File: src/rtl/sdram_host_pkg.sv
// rtl/sdram_host_pkg.sv - shared defaults and FSM encoding for the SDRAM host-side line reader
package sdram_host_pkg;
  localparam int ADDR_W_DEF     = 24;
  localparam int DATA_W_DEF     = 16;
  localparam int LEN_W_DEF      = 16;
  localparam int FIFO_DEPTH_DEF = 16;

  typedef enum logic [2:0] {
    ST_IDLE,
    ST_REQ,
    ST_WAIT_SPACE,
    ST_DRAIN,
    ST_ABORT
  } state_t;
endpackage

File: src/rtl/sync_fifo.sv
// rtl/sync_fifo.sv - single-clock FIFO with registered count, flush, and zeroed head when empty
module sync_fifo #(
  parameter int DATA_W = 16,
  parameter int DEPTH  = 16
) (
  input  logic                     clk_i,
  input  logic                     rst_n_i,
  input  logic                     push,
  input  logic [DATA_W-1:0]        push_data,
  input  logic                     pop,
  input  logic                     flush,
  output logic [DATA_W-1:0]        head,
  output logic                     full,
  output logic                     empty,
  output logic [$clog2(DEPTH):0]   count
);
  localparam int AW = $clog2(DEPTH);

  logic [DATA_W-1:0] mem [DEPTH];
  logic [AW-1:0]     wr_ptr, rd_ptr;
  logic              do_push, do_pop;

  assign full    = (count == (AW+1)'(DEPTH));
  assign empty   = (count == '0);
  assign do_push = push && !full;
  assign do_pop  = pop && !empty;
  // Head reads as zero while empty so the stream data port has a defined reset value.
  assign head    = empty ? '0 : mem[rd_ptr];

  always_ff @(posedge clk_i or negedge rst_n_i) begin
    if (!rst_n_i) begin
      wr_ptr <= '0;
      rd_ptr <= '0;
      count  <= '0;
    end else if (flush) begin
      wr_ptr <= '0;
      rd_ptr <= '0;
      count  <= '0;
    end else begin
      if (do_push) wr_ptr <= wr_ptr + 1'b1;
      if (do_pop)  rd_ptr <= rd_ptr + 1'b1;
      case ({do_push, do_pop})
        2'b10:   count <= count + 1'b1;
        2'b01:   count <= count - 1'b1;
        default: count <= count;
      endcase
    end
  end

  always_ff @(posedge clk_i) begin
    if (do_push) mem[wr_ptr] <= push_data;
  end
endmodule

File: src/rtl/sdram_line_reader.sv
// rtl/sdram_line_reader.sv - fetches LEN consecutive SDRAM words via sdram_cntl host port
// and streams them out through a buffering FIFO.
module sdram_line_reader
  import sdram_host_pkg::*;
#(
  parameter int ADDR_W     = ADDR_W_DEF,
  parameter int DATA_W     = DATA_W_DEF,
  parameter int LEN_W      = LEN_W_DEF,
  parameter int FIFO_DEPTH = FIFO_DEPTH_DEF
) (
  input  logic              clk_i,
  input  logic              rst_n_i,
  input  logic              start_i,
  input  logic [ADDR_W-1:0] base_addr_i,
  input  logic [LEN_W-1:0]  len_i,
  input  logic              abort_i,
  output logic              busy_o,
  output logic              line_done_o,
  output logic              rd_o,
  output logic              wr_o,
  output logic [ADDR_W-1:0] addr_o,
  input  logic [DATA_W-1:0] rd_data_i,
  input  logic              cntl_done_i,
  input  logic              rd_pend_i,
  output logic [DATA_W-1:0] dout_o,
  output logic              dout_valid_o,
  input  logic              dout_ready_i
);
  localparam int            CW        = $clog2(FIFO_DEPTH) + 1;
  localparam logic [CW-1:0] LAST_SLOT = CW'(FIFO_DEPTH - 1);

  state_t            state, state_n;
  logic [ADDR_W-1:0] addr, addr_n;
  logic [LEN_W-1:0]  remaining, remaining_n;
  logic              line_done, line_done_n;
  logic              push, pop, flush, full, empty;
  logic [CW-1:0]     count;
  logic              unused_rd_pend;

  assign unused_rd_pend = rd_pend_i;

  sync_fifo #(.DATA_W(DATA_W), .DEPTH(FIFO_DEPTH)) u_fifo (
    .clk_i     (clk_i),
    .rst_n_i   (rst_n_i),
    .push      (push),
    .push_data (rd_data_i),
    .pop       (pop),
    .flush     (flush),
    .head      (dout_o),
    .full      (full),
    .empty     (empty),
    .count     (count)
  );

  assign dout_valid_o = !empty;
  assign pop          = dout_valid_o && dout_ready_i;
  assign rd_o         = (state == ST_REQ) || (state == ST_ABORT);
  assign wr_o         = 1'b0;
  assign addr_o       = addr;
  assign busy_o       = (state != ST_IDLE);
  assign line_done_o  = line_done;

  always_ff @(posedge clk_i or negedge rst_n_i) begin
    if (!rst_n_i) begin
      state     <= ST_IDLE;
      addr      <= '0;
      remaining <= '0;
      line_done <= 1'b0;
    end else begin
      state     <= state_n;
      addr      <= addr_n;
      remaining <= remaining_n;
      line_done <= line_done_n;
    end
  end

  always_comb begin
    state_n     = state;
    addr_n      = addr;
    remaining_n = remaining;
    line_done_n = 1'b0;
    push        = 1'b0;
    flush       = 1'b0;
    case (state)
      ST_IDLE: begin
        if (start_i) begin
          if (len_i != '0) begin
            addr_n      = base_addr_i;
            remaining_n = len_i;
            state_n     = ST_REQ;
          end else begin
            line_done_n = 1'b1;
          end
        end
      end
      ST_REQ: begin
        if (abort_i) begin
          flush   = 1'b1;
          state_n = cntl_done_i ? ST_IDLE : ST_ABORT;
        end else if (cntl_done_i) begin
          push        = 1'b1;
          addr_n      = addr + 1'b1;
          remaining_n = remaining - 1'b1;
          // Space check uses the registered count: a same-cycle pop does not free a slot.
          if (remaining == LEN_W'(1))   state_n = ST_DRAIN;
          else if (count == LAST_SLOT)  state_n = ST_WAIT_SPACE;
        end
      end
      ST_WAIT_SPACE: begin
        if (abort_i) begin
          flush   = 1'b1;
          state_n = ST_IDLE;
        end else if (count <= LAST_SLOT) begin
          state_n = ST_REQ;
        end
      end
      ST_DRAIN: begin
        if (abort_i) begin
          flush   = 1'b1;
          state_n = ST_IDLE;
        end else if (pop && count == CW'(1)) begin
          line_done_n = 1'b1;
          state_n     = ST_IDLE;
        end
      end
      ST_ABORT: begin
        // Keep the outstanding read presented until the controller completes it; its word is dropped.
        flush = 1'b1;
        if (cntl_done_i) state_n = ST_IDLE;
      end
      default: state_n = ST_IDLE;
    endcase
  end
endmodule

File: config.mk
export PLATFORM = sky130hd
export DESIGN_NAME = sdram_line_reader
export DESIGN_NICKNAME = d
export VERILOG_FILES = /design/src/rtl/sdram_host_pkg.sv /design/src/rtl/sync_fifo.sv /design/src/rtl/sdram_line_reader.sv
export SDC_FILE = /design/constraint.sdc
export NUM_CORES = 1
export LEC_CHECK = 0
export CORE_MARGIN = 8
export CORE_UTILIZATION = 55
export CTS_BUF_LIST = sky130_fd_sc_hd__clkbuf_8
export DETAILED_ROUTE_END_ITERATION = 7
export GPL_ROUTABILITY_DRIVEN = 0
export PLACE_DENSITY = 0.87
export SKIP_CTS_REPAIR_TIMING = 1
export SYNTH_ARGS = -nofsm -noshare
export SYNTH_HDL_FRONTEND = slang
export SYNTH_SLANG_ARGS = --single-unit
File: constraint.sdc
create_clock -name clk_i -period 3.4 [get_ports clk_i]
set_clock_uncertainty 0.1 [all_clocks]
set_input_delay 0.51 -clock clk_i [delete_from_list [all_inputs] [get_ports clk_i]]
set_output_delay 0.51 -clock clk_i [all_outputs]
set_load 0.1 [all_outputs]
==> Word-level counts from Yosys, hierarchy flattened <==
Memory sizes are Yosys's and may differ from the RTL's.
Index checks and enable logic that the tools add are counted.
{ "totals": {"register_bits": 57, "output_inout_bits": 45, "ram_bits": 256, "in_bits": 63, "memories": 1, "word_cells": 94} }
{ "mem_list": {"columns": ["name", "words", "width", "read_ports", "rd_ports_with_merged_regs", "write_ports", "line", "text"], "rows": [
  ["u_fifo.mem", 16, 16, 1, 0, 1, "sync_fifo.sv:19", "logic [DATA_W-1:0] mem [DEPTH];"]
]} }
{ "op_classes": {"n_eq_ne": 19, "n_mux": 42, "reduce_logical": 18, "addsub": 6, "order_cmp": 1} }
{ "op_table": {"columns": ["operator", "n"], "rows": [
  ["two-way mux 24 bit", 4],
  ["two-way mux 16 bit", 5],
  ["case mux 24 bit (2 select lines)", 1],
  ["two-way mux 3 bit", 12],
  ["case mux 16 bit (2 select lines)", 1],
  ["adder 24 x 1 -> 24 bit (second input constant)", 1],
  ["== test 16 x 1 -> 1 bit (second input constant)", 1],
  ["two-way mux 4 bit", 4],
  ["nonzero test 16 bit", 1],
  ["subtractor 16 x 1 -> 16 bit (second input constant)", 1],
  ["case mux 3 bit (5 select lines)", 1],
  ["two-way mux 1 bit", 10],
  ["!= test 2 bit (second input constant)", 5],
  ["case mux 5 bit (2 select lines)", 1],
  ["!= test 3 bit (second input constant)", 3],
  ["adder 4 x 1 -> 4 bit (second input constant)", 2],
  ["AND reduction 7 bit", 1],
  ["== test 3 x 2 -> 1 bit (second input constant)", 2],
  ["nonzero test 2 bit", 3],
  ["nonzero test 3 bit", 2],
  ["adder 5 x 1 -> 5 bit (second input constant)", 1],
  ["== test 5 x 1 -> 1 bit (second input constant)", 1],
  ["== test 5 x 4 -> 1 bit (second input constant)", 1],
  ["== test 5 bit (second input constant)", 1],
  ["16 further kinds", 21]
]} }

==> Depth between registers and ports, before layout <==
{ "depth": {"ltp_word": 7, "mapped_depth": 9, "mapped_depth_nobuf": 7} }

==> By module <==
Synthesis repeated with hierarchy kept, for this count alone.
{ "hier_totals": {"hier_cells": 845, "hier_area_um2": 13686.9} }
{ "modules_own_cells": {"columns": ["module", "seq_area_each_um2", "instances", "cells_each", "area_per_inst_um2"], "rows": [
  ["sync_fifo", 8012.7, 1, 488, 10756.6],
  ["sdram_line_reader", 1101.1, 1, 357, 2930.3]
]} }

==> Least setup slack after synthesis <==
Ideal clock, no wire load.
{ "synth_timing": {"path_kind": "register to output", "from": "reg u_fifo.count[0]", "to": "out dout_o[10]", "required_time_ps": 2790, "arrival_time_ps": 3383, "setup_slack_ps": -593, "n_path_buf": 3, "path_stages_with_launch": 9, "cell_sequence": "dfrtp_1 > inv_1 > ha_1 > or4b_1 > buf_2 > or2b_1 > clkbuf_2 > buf_2 > o22ai_1"} }
{ "synth_via": {"elab_chain_cells": 2} }
{ "synth_lines": {"columns": ["item", "line", "text"], "rows": [
  ["start: declaration", "sync_fifo.sv:15", "output logic [$clog2(DEPTH):0] count"],
  ["start signal: assignment", "sync_fifo.sv:43", "2'b10: count <= count + 1'b1;"],
  ["start signal: assignment", "sync_fifo.sv:44", "2'b01: count <= count - 1'b1;"],
  ["start signal: assignment", "sync_fifo.sv:45", "default: count <= count;"],
  ["logical NOT 5 bit", "sync_fifo.sv:24", "assign empty = (count == '0);"],
  ["two-way mux 16 bit", "sync_fifo.sv:28", "assign head = empty ? '0 : mem[rd_ptr];"],
  ["end: declaration", "sdram_line_reader.sv:25", "output logic [DATA_W-1:0] dout_o,"]
]} }
No other way between the ends.

==> Worst setup path in the final report <==
{ "layout_timing": {"from": "reg u_fifo.count[1]", "to": "out dout_o[5]"} }
The elaborated chain is that of the path after synthesis.

==> reports/results.tsv <==
metric	value	unit
most common flop cell mapped by yosys	edfxtp_1	
status	completed	
initial core utilization	55.7	%
Flop pwr share	33.7	%
CTS buffer count	49	
Power Dens Cells	906	nW/um^2
Synth Net Count	936	
leakage	0.00550	uW
Placed Area	15300	sq um
Clock power frac	19.7	%
pin count of the biggest net entering global routing	45	
DR iter-0 viols	722	
initial antenna violation count	1	
CP max stage delay	0.53	ns
Pint	8420	uW
drt drc	0	
global route overflow	0	
Worst IR Drop VDD	985	uV
register area	9120	sq um
# rows	57	
most used cell, CP	buf_12	
Max Clk Rate	305	MHz
synth unique cells	67	
max cap viols	0	
Die Area	29800	sq um
CTS Root Cell	clkbuf_8	
Final Hold Fails	0	
post-route antenna net violation count	0	
Core Box Area	24200	sq um
CP Buf/Inv Count	3	
fin area	16300	sq um
Seq/Total Area, Yosys	67.5	%
Final Cycle Share	96.4	%
via density per instance	6.26	
Avg WL per Cell	22.7	um
final wirelength	31.0	mm
HPWL after detailed placement	20.3	mm
final layout net count	1079	
sw frac	42.9	%
CTS tree	built	
kind of critical path	flop to primary output	
Worst path top cell family by delay	simple AND/OR/NAND/NOR gates	
Synth Instances	860	
Required @ worst endpoint	2.79	ns
Clock transition at path regs	0.06	ns
area of the multi-input gates	4180	sq um
share of cells above drive strength 1	22.6	%
Max FO, Critical Path	16	
crit-path cells	inv_1 -> ha_2 -> or4b_4 -> or2b_1 -> buf_12 -> o22ai_1 -> buf_12	
pre-CTS setup slack	0.455	ns
Die Height	173	um
fin cells	1364	
worst skew pair latency	0.56	ns
syn avg cell area	15.7	sq um
Post-Syn Area	13500	sq um
placed cells	1275	
number of global-route vias before repair	8807	
RSZ-0062 raised after global routing	no	
Rel. slew slack	33.7	%
Post-synth ARST share	18.2	%
GRT Total Usage	20.4	%
post-route minimum period	3.28	ns
final setup vio count	0	
FF+latch count, synth	313	
worst hold margin	0.380	ns
Worst-Margin Slew	0.992	ns
Syn-to-layout area delta	20.6	%
DRT Pass-1 Iters	4	
HP Class	primary input to async pin	
EDFF count, synth	256	
clk sinks	313	
Worst Setup Start Kind	flop	
final design utilization	67.2	%
Warnings, synthesis	0	
setup ws final	0.122	ns
switching power total	6330	uW
Die X	173	um
IO Pins	108	
Filler cells	1563	
via count	8537	
crit path DAT	2.67	ns
CP endpoint kind	primary output	
slowest CP cell	or4b_4	
Port Buf Inserts	105	
first-pass GRT wire length	48.3	mm
H-Tree Level Count	2	
Combinational Power Share	46.6	%
Final Max Slew Viols	0	
Clock Path Buffers	3	
[area by class of cell]
cell class                 instances  share of cell area, %
antenna                            1                 0.0154
tap                              324                   2.49
timing repair buffer             146                   10.0
clock inverter                    34                   1.03
sequential                       313                   56.0
inverter                          13                  0.300
clock buffer                      53                   4.48
multi-input combinational        480                   25.6
[flip-flops by register name, indices dropped and copies added (netlist names)]
| name | flops |
|---|---|
| u_fifo.wr_ptr | 4 |
| u_fifo.count | 5 |
| remaining | 16 |
| line_done_o | 1 |
| state | 3 |
| addr_o | 24 |
| u_fifo.rd_ptr | 4 |
| u_fifo.mem | 256 |
[metal layers]
| metal | vias to the layer above | GRT usage, % | part of all wire [%] |
|---|---|---|---|
| met5 | - | 0 | 0 |
| met4 | 0 | 7.80 | 2.7 |
| met2 | 477 | 34.0 | 50 |
| li1 | 3719 | - | - |
| met3 | 61 | 5.21 | 9.0 |
| met1 | 4280 | 25.3 | 38 |
[cells in the final DEF (no fill, tap or decap), types with 5 or more instances in the layout]
cell type and instances:
a21oi_1 51, a2bb2oi_1 5, a31oi_1 8, and2_1 8, and3_1 8, buf_12 29, buf_4 45, clkbuf_8 53
clkdlybuf4s50_1 69, clkinv_1 12, clkinv_2 7, dfrtp_1 53, edfxtp_1 256, ha_1 12, inv_1 25, mux2i_1 35
mux4_2 64, nand2_1 45, nand2b_1 7, nand3_1 19, nand4_1 7, nor2_1 37, nor3_1 7, nor3_2 6
nor4_1 8, o21ai_0 36, o22a_1 9, o22ai_1 25, or3_1 5, xor2_1 5
[synth_stat cells (5+ instances only)]
cell         n  share of area [%]
edfxtp_1   256                 57
mux4_2      64                 11
dfrtp_1     57                 11
a21oi_1     51                1.9
nand2_1     45                1.3
nor2_1      41                1.1
o21ai_0     36                1.3
mux2i_1     35                2.6
o22ai_1     28                1.3
clkbuf_1    25               0.69
buf_2       19               0.70
nand3_1     19               0.70
ha_1        13                1.2
inv_1       13               0.36
nor4_1      12               0.56
nor3_1      11               0.41
o22a_1       9               0.58
a31oi_1      8               0.37
and2_1       8               0.37
and3_1       8               0.37
nand2b_1     7               0.32
nand4_1      7               0.32
a2bb2oi_1    5               0.32
or3_1        5               0.23
xor2_1       5               0.32
[cells by family after synthesis]
kind of cell | share of synthesized area [%]
DFF | 67.5
adders and majority gates | 1.20
buffers and inverters | 2.25
AOI/OAI and AO/OA | 7.69
muxes | 13.3
xor gates and xnor gates | 0.639
and+or+nand+nor | 7.43
other | 0.0278
[power groups by stage]
stage	combinational, uW	sequential [uW]	clock [uW]
floorplan	3950	5850	0
global placement	6670	5010	0
detailed placement	6820	5030	0
CTS	6840	4960	2970
global route	7220	5030	3140
finish	6880	4980	2900
[through the flow]
step	setup TNS [ns]	power, uW
after floorplan	-8.54	9800
after global placement	0	11700
after detailed placement	0	11800
after CTS	-1.17	14800
after global routing	0	15400
final	0	14800
[path summary, 6_finish.rpt]
path	start	to	slack, ns	cells after the start
max in group asynchronous	rst_n_i	u_fifo.rd_ptr[0]	1.91	3
hold reg to reg	remaining[14]	remaining[14]	0.43	2
setup / recovery	u_fifo.count[1]	dout_o[5]	0.12	7
hold / removal	rst_n_i	addr_o[2]	0.38	2
setup reg to reg	state[2]	addr_o[0]	0.81	6
min in group clk_i	base_addr_i[1]	addr_o[1]	0.42	3
Note: power is estimated with default switching activity, not from simulation.
